==> src/rtl/riscv_v_pkg.sv <==
// Shared constants and entry layout for the vector write-back pipeline.
package riscv_v_pkg;

    localparam int unsigned RISCV_V_DATA_W        = 128;
    localparam int unsigned RISCV_V_NUM_BYTES     = RISCV_V_DATA_W / 8;
    localparam int unsigned RISCV_V_ADDR_W        = 5;
    localparam int unsigned RISCV_V_WB_NUM_STAGES = 2;
    localparam int unsigned RISCV_V_NUM_RD_PORTS  = 3;

    // Default-width layout of one in-flight register-file write.
    typedef struct packed {
        logic                         valid;
        logic [RISCV_V_ADDR_W-1:0]    addr;
        logic [RISCV_V_NUM_BYTES-1:0] en;
        logic [RISCV_V_DATA_W-1:0]    data;
    } riscv_v_wb_entry_t;

endpackage

==> src/rtl/riscv_v_wb_pipe_if.sv <==
// Bus between EXE/ID/RF and the vector write-back pipeline.
// Optional perf counter signals exist only with RISCV_V_WB_PIPE_PERF_CNT_EN.
interface riscv_v_wb_pipe_if
    import riscv_v_pkg::*;
#(
    parameter int unsigned DATA_W       = RISCV_V_DATA_W,
    parameter int unsigned NUM_BYTES    = DATA_W / 8,
    parameter int unsigned ADDR_W       = RISCV_V_ADDR_W,
    parameter int unsigned NUM_RD_PORTS = RISCV_V_NUM_RD_PORTS
);
    logic                             stall;
    logic                             flush;
    logic                             exe_valid;
    logic                             exe_late;
    logic [ADDR_W-1:0]                exe_wr_addr;
    logic [NUM_BYTES-1:0]             exe_wr_en;
    logic [DATA_W-1:0]                exe_wr_data;
    logic [NUM_RD_PORTS-1:0]          id_rd_valid;
    logic [NUM_RD_PORTS*ADDR_W-1:0]   id_rd_addr;
    logic [NUM_RD_PORTS*DATA_W-1:0]   rf_rd_data;
    logic [NUM_RD_PORTS*DATA_W-1:0]   id_rd_data;
    logic                             hazard_stall;
    logic [NUM_BYTES-1:0]             wb_wr_en;
    logic [ADDR_W-1:0]                wb_wr_addr;
    logic [DATA_W-1:0]                wb_wr_data;
`ifdef RISCV_V_WB_PIPE_PERF_CNT_EN
    logic [31:0]                      perf_fwd_cnt;
    logic [31:0]                      perf_hazard_cnt;
`endif

    modport master (
        output stall, flush, exe_valid, exe_late, exe_wr_addr, exe_wr_en, exe_wr_data,
        output id_rd_valid, id_rd_addr, rf_rd_data,
`ifdef RISCV_V_WB_PIPE_PERF_CNT_EN
        input  perf_fwd_cnt, perf_hazard_cnt,
`endif
        input  id_rd_data, hazard_stall, wb_wr_en, wb_wr_addr, wb_wr_data
    );

    modport slave (
        input  stall, flush, exe_valid, exe_late, exe_wr_addr, exe_wr_en, exe_wr_data,
        input  id_rd_valid, id_rd_addr, rf_rd_data,
`ifdef RISCV_V_WB_PIPE_PERF_CNT_EN
        output perf_fwd_cnt, perf_hazard_cnt,
`endif
        output id_rd_data, hazard_stall, wb_wr_en, wb_wr_addr, wb_wr_data
    );

endinterface

==> src/rtl/riscv_v_byte_fwd_mux.sv <==
// Per-byte forwarding select for one ID read port.
// Candidate 0 is the youngest (EXE); higher indices are progressively older.
module riscv_v_byte_fwd_mux
    import riscv_v_pkg::*;
#(
    parameter int unsigned DATA_W   = RISCV_V_DATA_W,
    parameter int unsigned ADDR_W   = RISCV_V_ADDR_W,
    parameter int unsigned NUM_CAND = RISCV_V_WB_NUM_STAGES + 1
) (
    input  logic [NUM_CAND-1:0]            cand_valid,
    input  logic [NUM_CAND*ADDR_W-1:0]     cand_addr,
    input  logic [NUM_CAND*(DATA_W/8)-1:0] cand_en,
    input  logic [NUM_CAND*DATA_W-1:0]     cand_data,
    input  logic                           rd_valid,
    input  logic [ADDR_W-1:0]              rd_addr,
    input  logic [DATA_W-1:0]              rf_data,
`ifdef RISCV_V_WB_PIPE_PERF_CNT_EN
    output logic                           fwd_hit,
`endif
    output logic [DATA_W-1:0]              rd_data
);
    localparam int unsigned NUM_BYTES = DATA_W / 8;

    // Walk oldest to youngest so the youngest matching source overrides each byte.
    always_comb begin
        rd_data = rf_data;
`ifdef RISCV_V_WB_PIPE_PERF_CNT_EN
        fwd_hit = 1'b0;
`endif
        if (rd_valid) begin
            for (int b = 0; b < NUM_BYTES; b++) begin
                for (int c = NUM_CAND - 1; c >= 0; c--) begin
                    if (cand_valid[c] && cand_addr[c*ADDR_W +: ADDR_W] == rd_addr &&
                        cand_en[c*NUM_BYTES + b]) begin
                        rd_data[b*8 +: 8] = cand_data[c*DATA_W + b*8 +: 8];
`ifdef RISCV_V_WB_PIPE_PERF_CNT_EN
                        fwd_hit = 1'b1;
`endif
                    end
                end
            end
        end
    end

endmodule

==> src/rtl/riscv_v_wb_pipe.sv <==
// Vector write-back pipeline: EXE -> stage 1 .. stage NUM_STAGES (WB) -> RF write port,
// with per-byte forwarding to the ID read ports and a late-result RAW stall.
// Macro RISCV_V_WB_PIPE_PERF_CNT_EN adds forwarding / hazard event counters.
module riscv_v_wb_pipe
    import riscv_v_pkg::*;
#(
    parameter int unsigned DATA_W       = RISCV_V_DATA_W,
    parameter int unsigned NUM_BYTES    = DATA_W / 8,
    parameter int unsigned ADDR_W       = RISCV_V_ADDR_W,
    parameter int unsigned NUM_STAGES   = RISCV_V_WB_NUM_STAGES,
    parameter int unsigned NUM_RD_PORTS = RISCV_V_NUM_RD_PORTS
) (
    input  logic            clk,
    input  logic            rst,
    riscv_v_wb_pipe_if.slave bus
);
    localparam int unsigned NUM_CAND = NUM_STAGES + 1;

    typedef struct packed {
        logic                 valid;
        logic [ADDR_W-1:0]    addr;
        logic [NUM_BYTES-1:0] en;
        logic [DATA_W-1:0]    data;
    } entry_t;

    entry_t stage_q [NUM_STAGES];

    logic                          exe_fire;
    logic [NUM_CAND-1:0]           cand_valid;
    logic [NUM_CAND*ADDR_W-1:0]    cand_addr;
    logic [NUM_CAND*NUM_BYTES-1:0] cand_en;
    logic [NUM_CAND*DATA_W-1:0]    cand_data;
    logic [NUM_RD_PORTS*DATA_W-1:0] rd_data;

    assign exe_fire = bus.exe_valid & ~bus.flush & ~bus.exe_late;

    // Shift chain; stall freezes every stage and masks flush.
    always_ff @(posedge clk or posedge rst) begin
        if (rst) begin
            for (int k = 0; k < NUM_STAGES; k++) begin
                stage_q[k] <= '0;
            end
        end else if (!bus.stall) begin
            stage_q[0].valid <= exe_fire;
            stage_q[0].addr  <= bus.exe_wr_addr;
            stage_q[0].en    <= bus.flush ? '0 : bus.exe_wr_en;
            stage_q[0].data  <= bus.exe_wr_data;
            for (int k = 1; k < NUM_STAGES; k++) begin
                stage_q[k] <= stage_q[k-1];
            end
        end
    end

    assign bus.wb_wr_en   = stage_q[NUM_STAGES-1].valid ? stage_q[NUM_STAGES-1].en : '0;
    assign bus.wb_wr_addr = stage_q[NUM_STAGES-1].addr;
    assign bus.wb_wr_data = stage_q[NUM_STAGES-1].data;

    // Flatten forwarding sources, youngest (EXE) at index 0.
    always_comb begin
        cand_valid = '0;
        cand_addr  = '0;
        cand_en    = '0;
        cand_data  = '0;
        cand_valid[0]               = exe_fire;
        cand_addr[0 +: ADDR_W]      = bus.exe_wr_addr;
        cand_en[0 +: NUM_BYTES]     = bus.exe_wr_en;
        cand_data[0 +: DATA_W]      = bus.exe_wr_data;
        for (int k = 0; k < NUM_STAGES; k++) begin
            cand_valid[k+1]                    = stage_q[k].valid;
            cand_addr[(k+1)*ADDR_W +: ADDR_W]  = stage_q[k].addr;
            cand_en[(k+1)*NUM_BYTES +: NUM_BYTES] = stage_q[k].en;
            cand_data[(k+1)*DATA_W +: DATA_W]  = stage_q[k].data;
        end
    end

`ifdef RISCV_V_WB_PIPE_PERF_CNT_EN
    logic [NUM_RD_PORTS-1:0] fwd_hit;
`endif

    for (genvar p = 0; p < NUM_RD_PORTS; p++) begin : g_port
        riscv_v_byte_fwd_mux #(
            .DATA_W   (DATA_W),
            .ADDR_W   (ADDR_W),
            .NUM_CAND (NUM_CAND)
        ) u_fwd_mux (
            .cand_valid (cand_valid),
            .cand_addr  (cand_addr),
            .cand_en    (cand_en),
            .cand_data  (cand_data),
            .rd_valid   (bus.id_rd_valid[p]),
            .rd_addr    (bus.id_rd_addr[p*ADDR_W +: ADDR_W]),
            .rf_data    (bus.rf_rd_data[p*DATA_W +: DATA_W]),
`ifdef RISCV_V_WB_PIPE_PERF_CNT_EN
            .fwd_hit    (fwd_hit[p]),
`endif
            .rd_data    (rd_data[p*DATA_W +: DATA_W])
        );
    end

    assign bus.id_rd_data = rd_data;

    // A late EXE result that ID wants to read cannot be forwarded yet.
    always_comb begin
        bus.hazard_stall = 1'b0;
        for (int p = 0; p < NUM_RD_PORTS; p++) begin
            if (bus.id_rd_valid[p] && bus.exe_valid && bus.exe_late && !bus.flush &&
                bus.exe_wr_addr == bus.id_rd_addr[p*ADDR_W +: ADDR_W] && |bus.exe_wr_en) begin
                bus.hazard_stall = 1'b1;
            end
        end
    end

`ifdef RISCV_V_WB_PIPE_PERF_CNT_EN
    logic [31:0] perf_fwd_q;
    logic [31:0] perf_hazard_q;

    // Event counters; natural wrap at 2^32.
    always_ff @(posedge clk or posedge rst) begin
        if (rst) begin
            perf_fwd_q    <= '0;
            perf_hazard_q <= '0;
        end else begin
            if (|fwd_hit) begin
                perf_fwd_q <= perf_fwd_q + 32'd1;
            end
            if (bus.hazard_stall) begin
                perf_hazard_q <= perf_hazard_q + 32'd1;
            end
        end
    end

    assign bus.perf_fwd_cnt    = perf_fwd_q;
    assign bus.perf_hazard_cnt = perf_hazard_q;
`endif

endmodule

==> src/flat_wrapper.sv <==
// flat-port wrapper written by rule: the top's interface ports become plain ports
module riscv_v_wb_pipe_flat import riscv_v_pkg::*;
#(
    parameter int unsigned DATA_W       = RISCV_V_DATA_W,
    parameter int unsigned NUM_BYTES    = DATA_W / 8,
    parameter int unsigned ADDR_W       = RISCV_V_ADDR_W,
    parameter int unsigned NUM_STAGES   = RISCV_V_WB_NUM_STAGES,
    parameter int unsigned NUM_RD_PORTS = RISCV_V_NUM_RD_PORTS
)
  (clk, rst, bus_stall, bus_flush, bus_exe_valid, bus_exe_late, bus_exe_wr_addr, bus_exe_wr_en, bus_exe_wr_data, bus_id_rd_valid, bus_id_rd_addr, bus_rf_rd_data, bus_id_rd_data, bus_hazard_stall, bus_wb_wr_en, bus_wb_wr_addr, bus_wb_wr_data);
  riscv_v_wb_pipe_if #(.DATA_W(DATA_W), .NUM_BYTES(NUM_BYTES), .ADDR_W(ADDR_W), .NUM_RD_PORTS(NUM_RD_PORTS)) bus_i ();
  input  logic clk;
  input  logic rst;
  input wire logic [$bits(bus_i.stall)-1:0] bus_stall;
  input wire logic [$bits(bus_i.flush)-1:0] bus_flush;
  input wire logic [$bits(bus_i.exe_valid)-1:0] bus_exe_valid;
  input wire logic [$bits(bus_i.exe_late)-1:0] bus_exe_late;
  input wire logic [$bits(bus_i.exe_wr_addr)-1:0] bus_exe_wr_addr;
  input wire logic [$bits(bus_i.exe_wr_en)-1:0] bus_exe_wr_en;
  input wire logic [$bits(bus_i.exe_wr_data)-1:0] bus_exe_wr_data;
  input wire logic [$bits(bus_i.id_rd_valid)-1:0] bus_id_rd_valid;
  input wire logic [$bits(bus_i.id_rd_addr)-1:0] bus_id_rd_addr;
  input wire logic [$bits(bus_i.rf_rd_data)-1:0] bus_rf_rd_data;
  output wire logic [$bits(bus_i.id_rd_data)-1:0] bus_id_rd_data;
  output wire logic [$bits(bus_i.hazard_stall)-1:0] bus_hazard_stall;
  output wire logic [$bits(bus_i.wb_wr_en)-1:0] bus_wb_wr_en;
  output wire logic [$bits(bus_i.wb_wr_addr)-1:0] bus_wb_wr_addr;
  output wire logic [$bits(bus_i.wb_wr_data)-1:0] bus_wb_wr_data;
  assign bus_i.stall = bus_stall;
  assign bus_i.flush = bus_flush;
  assign bus_i.exe_valid = bus_exe_valid;
  assign bus_i.exe_late = bus_exe_late;
  assign bus_i.exe_wr_addr = bus_exe_wr_addr;
  assign bus_i.exe_wr_en = bus_exe_wr_en;
  assign bus_i.exe_wr_data = bus_exe_wr_data;
  assign bus_i.id_rd_valid = bus_id_rd_valid;
  assign bus_i.id_rd_addr = bus_id_rd_addr;
  assign bus_i.rf_rd_data = bus_rf_rd_data;
  assign bus_id_rd_data = bus_i.id_rd_data;
  assign bus_hazard_stall = bus_i.hazard_stall;
  assign bus_wb_wr_en = bus_i.wb_wr_en;
  assign bus_wb_wr_addr = bus_i.wb_wr_addr;
  assign bus_wb_wr_data = bus_i.wb_wr_data;
  riscv_v_wb_pipe #(.DATA_W(DATA_W), .NUM_BYTES(NUM_BYTES), .ADDR_W(ADDR_W), .NUM_STAGES(NUM_STAGES), .NUM_RD_PORTS(NUM_RD_PORTS)) u_core (.clk(clk), .rst(rst), .bus(bus_i));
endmodule
==> config.mk <==
export PLATFORM = sky130hd
export DESIGN_NAME = riscv_v_wb_pipe_flat
export DESIGN_NICKNAME = d
export VERILOG_FILES = /design/src/rtl/riscv_v_pkg.sv /design/src/rtl/riscv_v_wb_pipe_if.sv /design/src/rtl/riscv_v_byte_fwd_mux.sv /design/src/rtl/riscv_v_wb_pipe.sv /design/src/flat_wrapper.sv
export SDC_FILE = /design/constraint.sdc
export NUM_CORES = 2
export LEC_CHECK = 0
export ABC_AREA = 1
export CAP_MARGIN = 20
export CORE_AREA = 4 4 423 425
export CTS_CLUSTER_DIAMETER = 200
export DETAILED_ROUTE_END_ITERATION = 7
export DIE_AREA = 0 0 427 429
export GPL_ROUTABILITY_DRIVEN = 0
export MAX_ROUTING_LAYER = met4
export SLEW_MARGIN = 20
export SYNTH_ARGS = -nofsm -noshare
export SYNTH_HDL_FRONTEND = slang
export SYNTH_SLANG_ARGS = --single-unit
==> constraint.sdc <==
create_clock -name clk -period 22.1 [get_ports clk]
set_input_delay 3.315 -clock clk [delete_from_list [all_inputs] [get_ports clk]]
set_output_delay 3.315 -clock clk [all_outputs]
set_load 0.05 [all_outputs]
Word level (Yosys, flattened, before mapping). Index checks and enable logic that the tools add are counted. Widths: inputs -> output; s select.

Register bits: 300. Word-level logic and storage cells: 343. Input bits: 557. Output and inout bits: 534.

Multiplexer cells: 152. Bitwise logic cells: 4. Equal/unequal tests: 9. Reductions and logical operators: 170.

Operators with widths (count): $mux 8 (144); $mux 128 (3); $logic_and 1x1->1 (168); $eq 5x5->1 (9); $mux 16 (2); $reduce_or 16->1 (1); $mux 1 (3); $and 1x1->1 (2); $not 1->1 (2); $logic_not 1->1 (1).

Logic depth before layout (Yosys ltp).
Depth in word-level cells: 8. Gate-level depth with buffers: 14. Mapped depth without buffers: 12.

Modules after synthesis. Synthesis repeated with hierarchy kept, for this count alone.

Cells, all modules: 7445. Area total of the unflattened synthesis: 41160.7 um^2.

Modules (own cells, without submodules): riscv_v_byte_fwd_mux (cells each 2016, instances 3, area an instance 9495.4 um^2, seq. area each 0.0 um^2); riscv_v_wb_pipe (cells each 1397, instances 1, area an instance 12674.7 um^2, seq. area each 7507.2 um^2).

Worst setup path after synthesis. Ideal clock, no wire load.

Kind: input to output. Start point: input bus_flush. End point: output bus_id_rd_data[163]. Path slack: 14017 ps. Path buffers: 2. Data required time: 18785 ps. Stages: 10. Arrival time: 4768 ps. Path through: clkinv_1 nand2_1 nor2_4 clkbuf_1 buf_1 nand4_1 nand2_1 inv_2 nand2_1 nand2_1.

Longest elaborated chain between the ends: 7.

Ends and longest elaborated chain: start: declaration (RTL line flat_wrapper.sv:15) `input wire logic [$bits(bus_i.flush)-1:0] bus_flush;`; $not 1->1 (RTL line riscv_v_wb_pipe.sv:35) `assign exe_fire = bus.exe_valid & ~bus.flush & ~bus.exe_late;`; $and 1x1->1 (2 in series) (RTL line riscv_v_wb_pipe.sv:35); $logic_and 1x1->1 (2 in series) (RTL line riscv_v_byte_fwd_mux.sv:33) `if (cand_valid[c] && cand_addr[c*ADDR_W +: ADDR_W] == rd_addr &&`; $mux 8 (RTL line riscv_v_byte_fwd_mux.sv:33); $mux 128 (RTL line riscv_v_byte_fwd_mux.sv:30) `if (rd_valid) begin`; end: declaration (RTL line flat_wrapper.sv:24) `output wire logic [$bits(bus_i.id_rd_data)-1:0] bus_id_rd_data;`.

No other way between the ends.

Final worst setup path.
Start point: input bus_flush. End point: output bus_id_rd_data[71].

The elaborated chain is that of the path after synthesis.

==> key figures <==
Clock network
  • Post-CTS setup buffer count: 0
  • Worst skew pair latency: around 0.61 ns
  • Hold_buf cts: 0
  • # resized after CTS: 0
  • CTS clk-pin slew, worst paths: 0.06 ns
  • CTS tree: done
  • CTS root buffer: clkbuf_16
  • CTS Sinks: 300
  • Cts bufs inserted: 43
  • Clk buf depth: 3
  • Htree depth: 2

Synthesis
  • Synthesized instance count: approximately 7600
  • Most common library cells after synthesis: 3079 x nand2_1, 1308 x inv_1, 1161 x nand4_1, 492 x nand3_1
  • Synth cell types: 23
  • Synth warnings: 0
  • Count leader, synth: nand2_1
  • Yosys reg bits: 300
  • Largest family of logic cells by synthesized area: simple AND/OR/NAND/NOR gates
  • Post-synthesis mux area share: 0%
  • Synth Area in Simple Gates: 55.0%
  • Most common flop cell mapped by yosys: dfrtp_1
  • Synth area leader: nand2_1
  • Top cells by area, synth: nand2_1 29%, dfrtp_1 19%, nand4_1 18%, inv_1 12%, nand3_1 6.1%
  • Xor/xnor share of the synthesized area: 0.217%
  • Synth Area in Compound Gates: between 3 and 4%
  • Post-synth EDFFs: 0
  • Seq/Total Area, Yosys: 18.6%
  • Yosys top cell area share: 28.6%
  • Async set-reset flop share out of synthesis: 100%
  • Adder-Cell Fraction of Synth Area: 0%
  • Net count after synthesis: 8173
  • Mapped cell area: 0.0404 mm2
  • Mean post-synth cell area: 5.31 um2

Layout
  • Share of post-route cells with drive strength above 1: 5.33%
  • Fillcell total: 19700
  • Area grow syn2layout: 31.9%
  • Nets: 8704

Pwr
  • Pwr dens: 50.5 mW/mm2
  • Total power: approximately 0.0027 W
  • Peak supply drop: 0.0434 mV
  • Pleak: 28.8 nW

Placement
  • Port buffer count: 1090
  • Hpwl dp: roughly 190000 um

Detailed routing
  • Starting DRT DRC Count: roughly 8000
  • DRC Markers: 0
  • WL met3: about 26000 um
  • Wire per inst: 23.9 um
  • Top Layer Used: met4
  • Via count: 55500
  • Via density: around 5.3
  • Metal2 WL: 110000 um
  • DRT Pass-1 Iters: 8
  • Final wirelength: ~250000 um
  • Antenna-violating nets left: 0
  • WL met1: 94100 um

STA
  • Final setup vio count: 0
  • Final max-slew violation count: 0
  • RSZ-0062 raised after global routing: false
  • Slew @ Worst Pin: 1.11 ns
  • Setup Skew: between 0.02 and 0.025 ns
  • Final period util: 58.1%
  • Fmax: 0.0779 GHz
  • Hold Violations, Final: 0
  • Max-slew headroom: 25.9%
  • Post-Route Setup TNS: 0 ns
  • Minimum clock period: 12.83 ns

Run
  • Max_cap viols: 0

Min path
  • Worst hold path type: reg2reg

GRT
  • Pin count of the biggest net entering global routing: between 100 and 150
  • Initial antenna violation count: 62
  • GRT Resource Usage Total: 26.7%
  • Number of global-route vias before repair: 51300
  • GRT overflow: 0
  • Global-route wire length before repair: between 300000 and 400000 um

Worst setup path
  • Worst Path Required: 18.78 ns
  • WP data arrival: 9.52 ns
  • Kind of critical path: in2out
  • Crit path max fanout: 82
  • Crit. End Element: output pin
  • Worst Setup Start Kind: primary input

Floorplan
  • IO Count: 1091
  • # rows: 154
  • Total core area: 0.175 mm2
  • Effective utilization at floorplan: 23.0%
  • Die H: 429 um
  • Die span in x: 427 um
  • Die ar.: 0.183 mm2

Run status
  • Outcome: finished, final reports clean
[stage by stage]
stage / cells / util, % / instance area (um2) / hold WS, ns / worst slack [ns]
finish: 10600 / 30.4 / 53300 / 0.518 / 9.27
global route: 10600 / 30.4 / 53300 / 0.549 / 9.09
CTS: 10500 / 30.3 / 53200 / 0.521 / 9.48
detailed placement: 10400 / 29.5 / 51600 / 0.508 / 9.48
global placement: 10400 / 29.5 / 51600 / 0.502 / 9.53
floorplan: 7616 / - / 40400 / 0.473 / 10.50
[logic make-up (layout without fill, tap and decap cells)]
group                     count (synthesis)  in the layout
AOI/OAI and AO/OA                       309            309
xor gates and xnor gates                 10             10
buffers and inverters                  2187           2751
DFF                                     300            300
other                                     0             53
and+or+nand+nor                        4810           4810
[power by group]
part	internal (W)	leakage (nW)	total (W)	switching, W
Clock	0.000468	0.750	0.000776	0.000308
Sequential	0.000603	3.72	0.000699	0.0000963
Combinational	0.000344	24.4	0.00121	0.000869
[per-layer routing]
| metal | GRT usage, % | up-vias |
|---|---|---|
| met5 | - | - |
| met4 | 19.4 | 0 |
| met3 | 5.08 | 802 |
| met2 | 40.0 | 3895 |
| met1 | 32.0 | 25700 |
| li1 | - | 25200 |
[registers in the layout, summed over array words and instances (netlist names)]
signal,flops
u_core.bus.wb_wr_data,128
u_core.bus.wb_wr_addr,5
u_core.cand_addr,5
u_core.cand_en,32
u_core.cand_valid,2
u_core.cand_data,128
[worst max-delay path: stages]
cell,delay (ns)
clkdlybuf4s50_1,0.41
inv_2,0.65
nand2_1,0.25
nor2_4,0.13
buf_4,0.73
buf_4,0.51
buf_4,0.70
buf_4,0.71
nand3_1,0.45
nand2_1,0.21
inv_2,0.04
nand2_1,0.06
nand2_1,0.17
nand2_1,0.11
clkdlybuf4s50_1,0.80
[final timing paths]
kind / start / to / slack [ns] / cells after the start
worst min register to register: u_core.cand_addr[8] / u_core.cand_addr[8] / 0.52 / 2
max in group asynchronous: rst / u_core.bus.wb_wr_data[75] / 15.89 / 5
min in group asynchronous: rst / u_core.bus.wb_wr_data[20] / 3.14 / 2
worst max register to register: u_core.cand_en[23] / u_core.cand_en[39] / 20.65 / 2
worst min-delay path: u_core.cand_addr[8] / u_core.cand_addr[8] / 0.52 / 2
worst max-delay path: bus_flush / bus_id_rd_data[71] / 9.27 / 15
[cells in the final DEF (no fill, tap or decap), types with 4 or more instances in the layout]
cell type and n:
clkbuf_8 5, nand2_1 3079, o21ai_1 6, xnor2_1 7
inv_2 174, bufinv_16 7, nand4_2 10, nand3_1 492
o21ai_0 300, clkinv_2 14, nand3_2 26, buf_12 4
nand3_4 20, diode_2 53, nand4_1 1161, clkbuf_16 45
clkbuf_1 4, nor2_4 18, buf_4 96, dfrtp_1 297
clkdlybuf4s50_1 1085, inv_1 1303
[cell type report]
type | instances | area (um2) | share of cell area, %
clock buffers | 54 | 1210 | 2.27
diodes | 53 | 133 | 0.249
clock inverters | 24 | 303 | 0.568
well taps | 2340 | 2930 | 5.49
repair buffers | 1190 | 11700 | 22.0
inverters | 1483 | 5600 | 10.5
multi-input cells | 5129 | 23900 | 44.8
flip-flops and latches | 300 | 7510 | 14.1
Note: power is estimated with default switching activity, not from simulation.
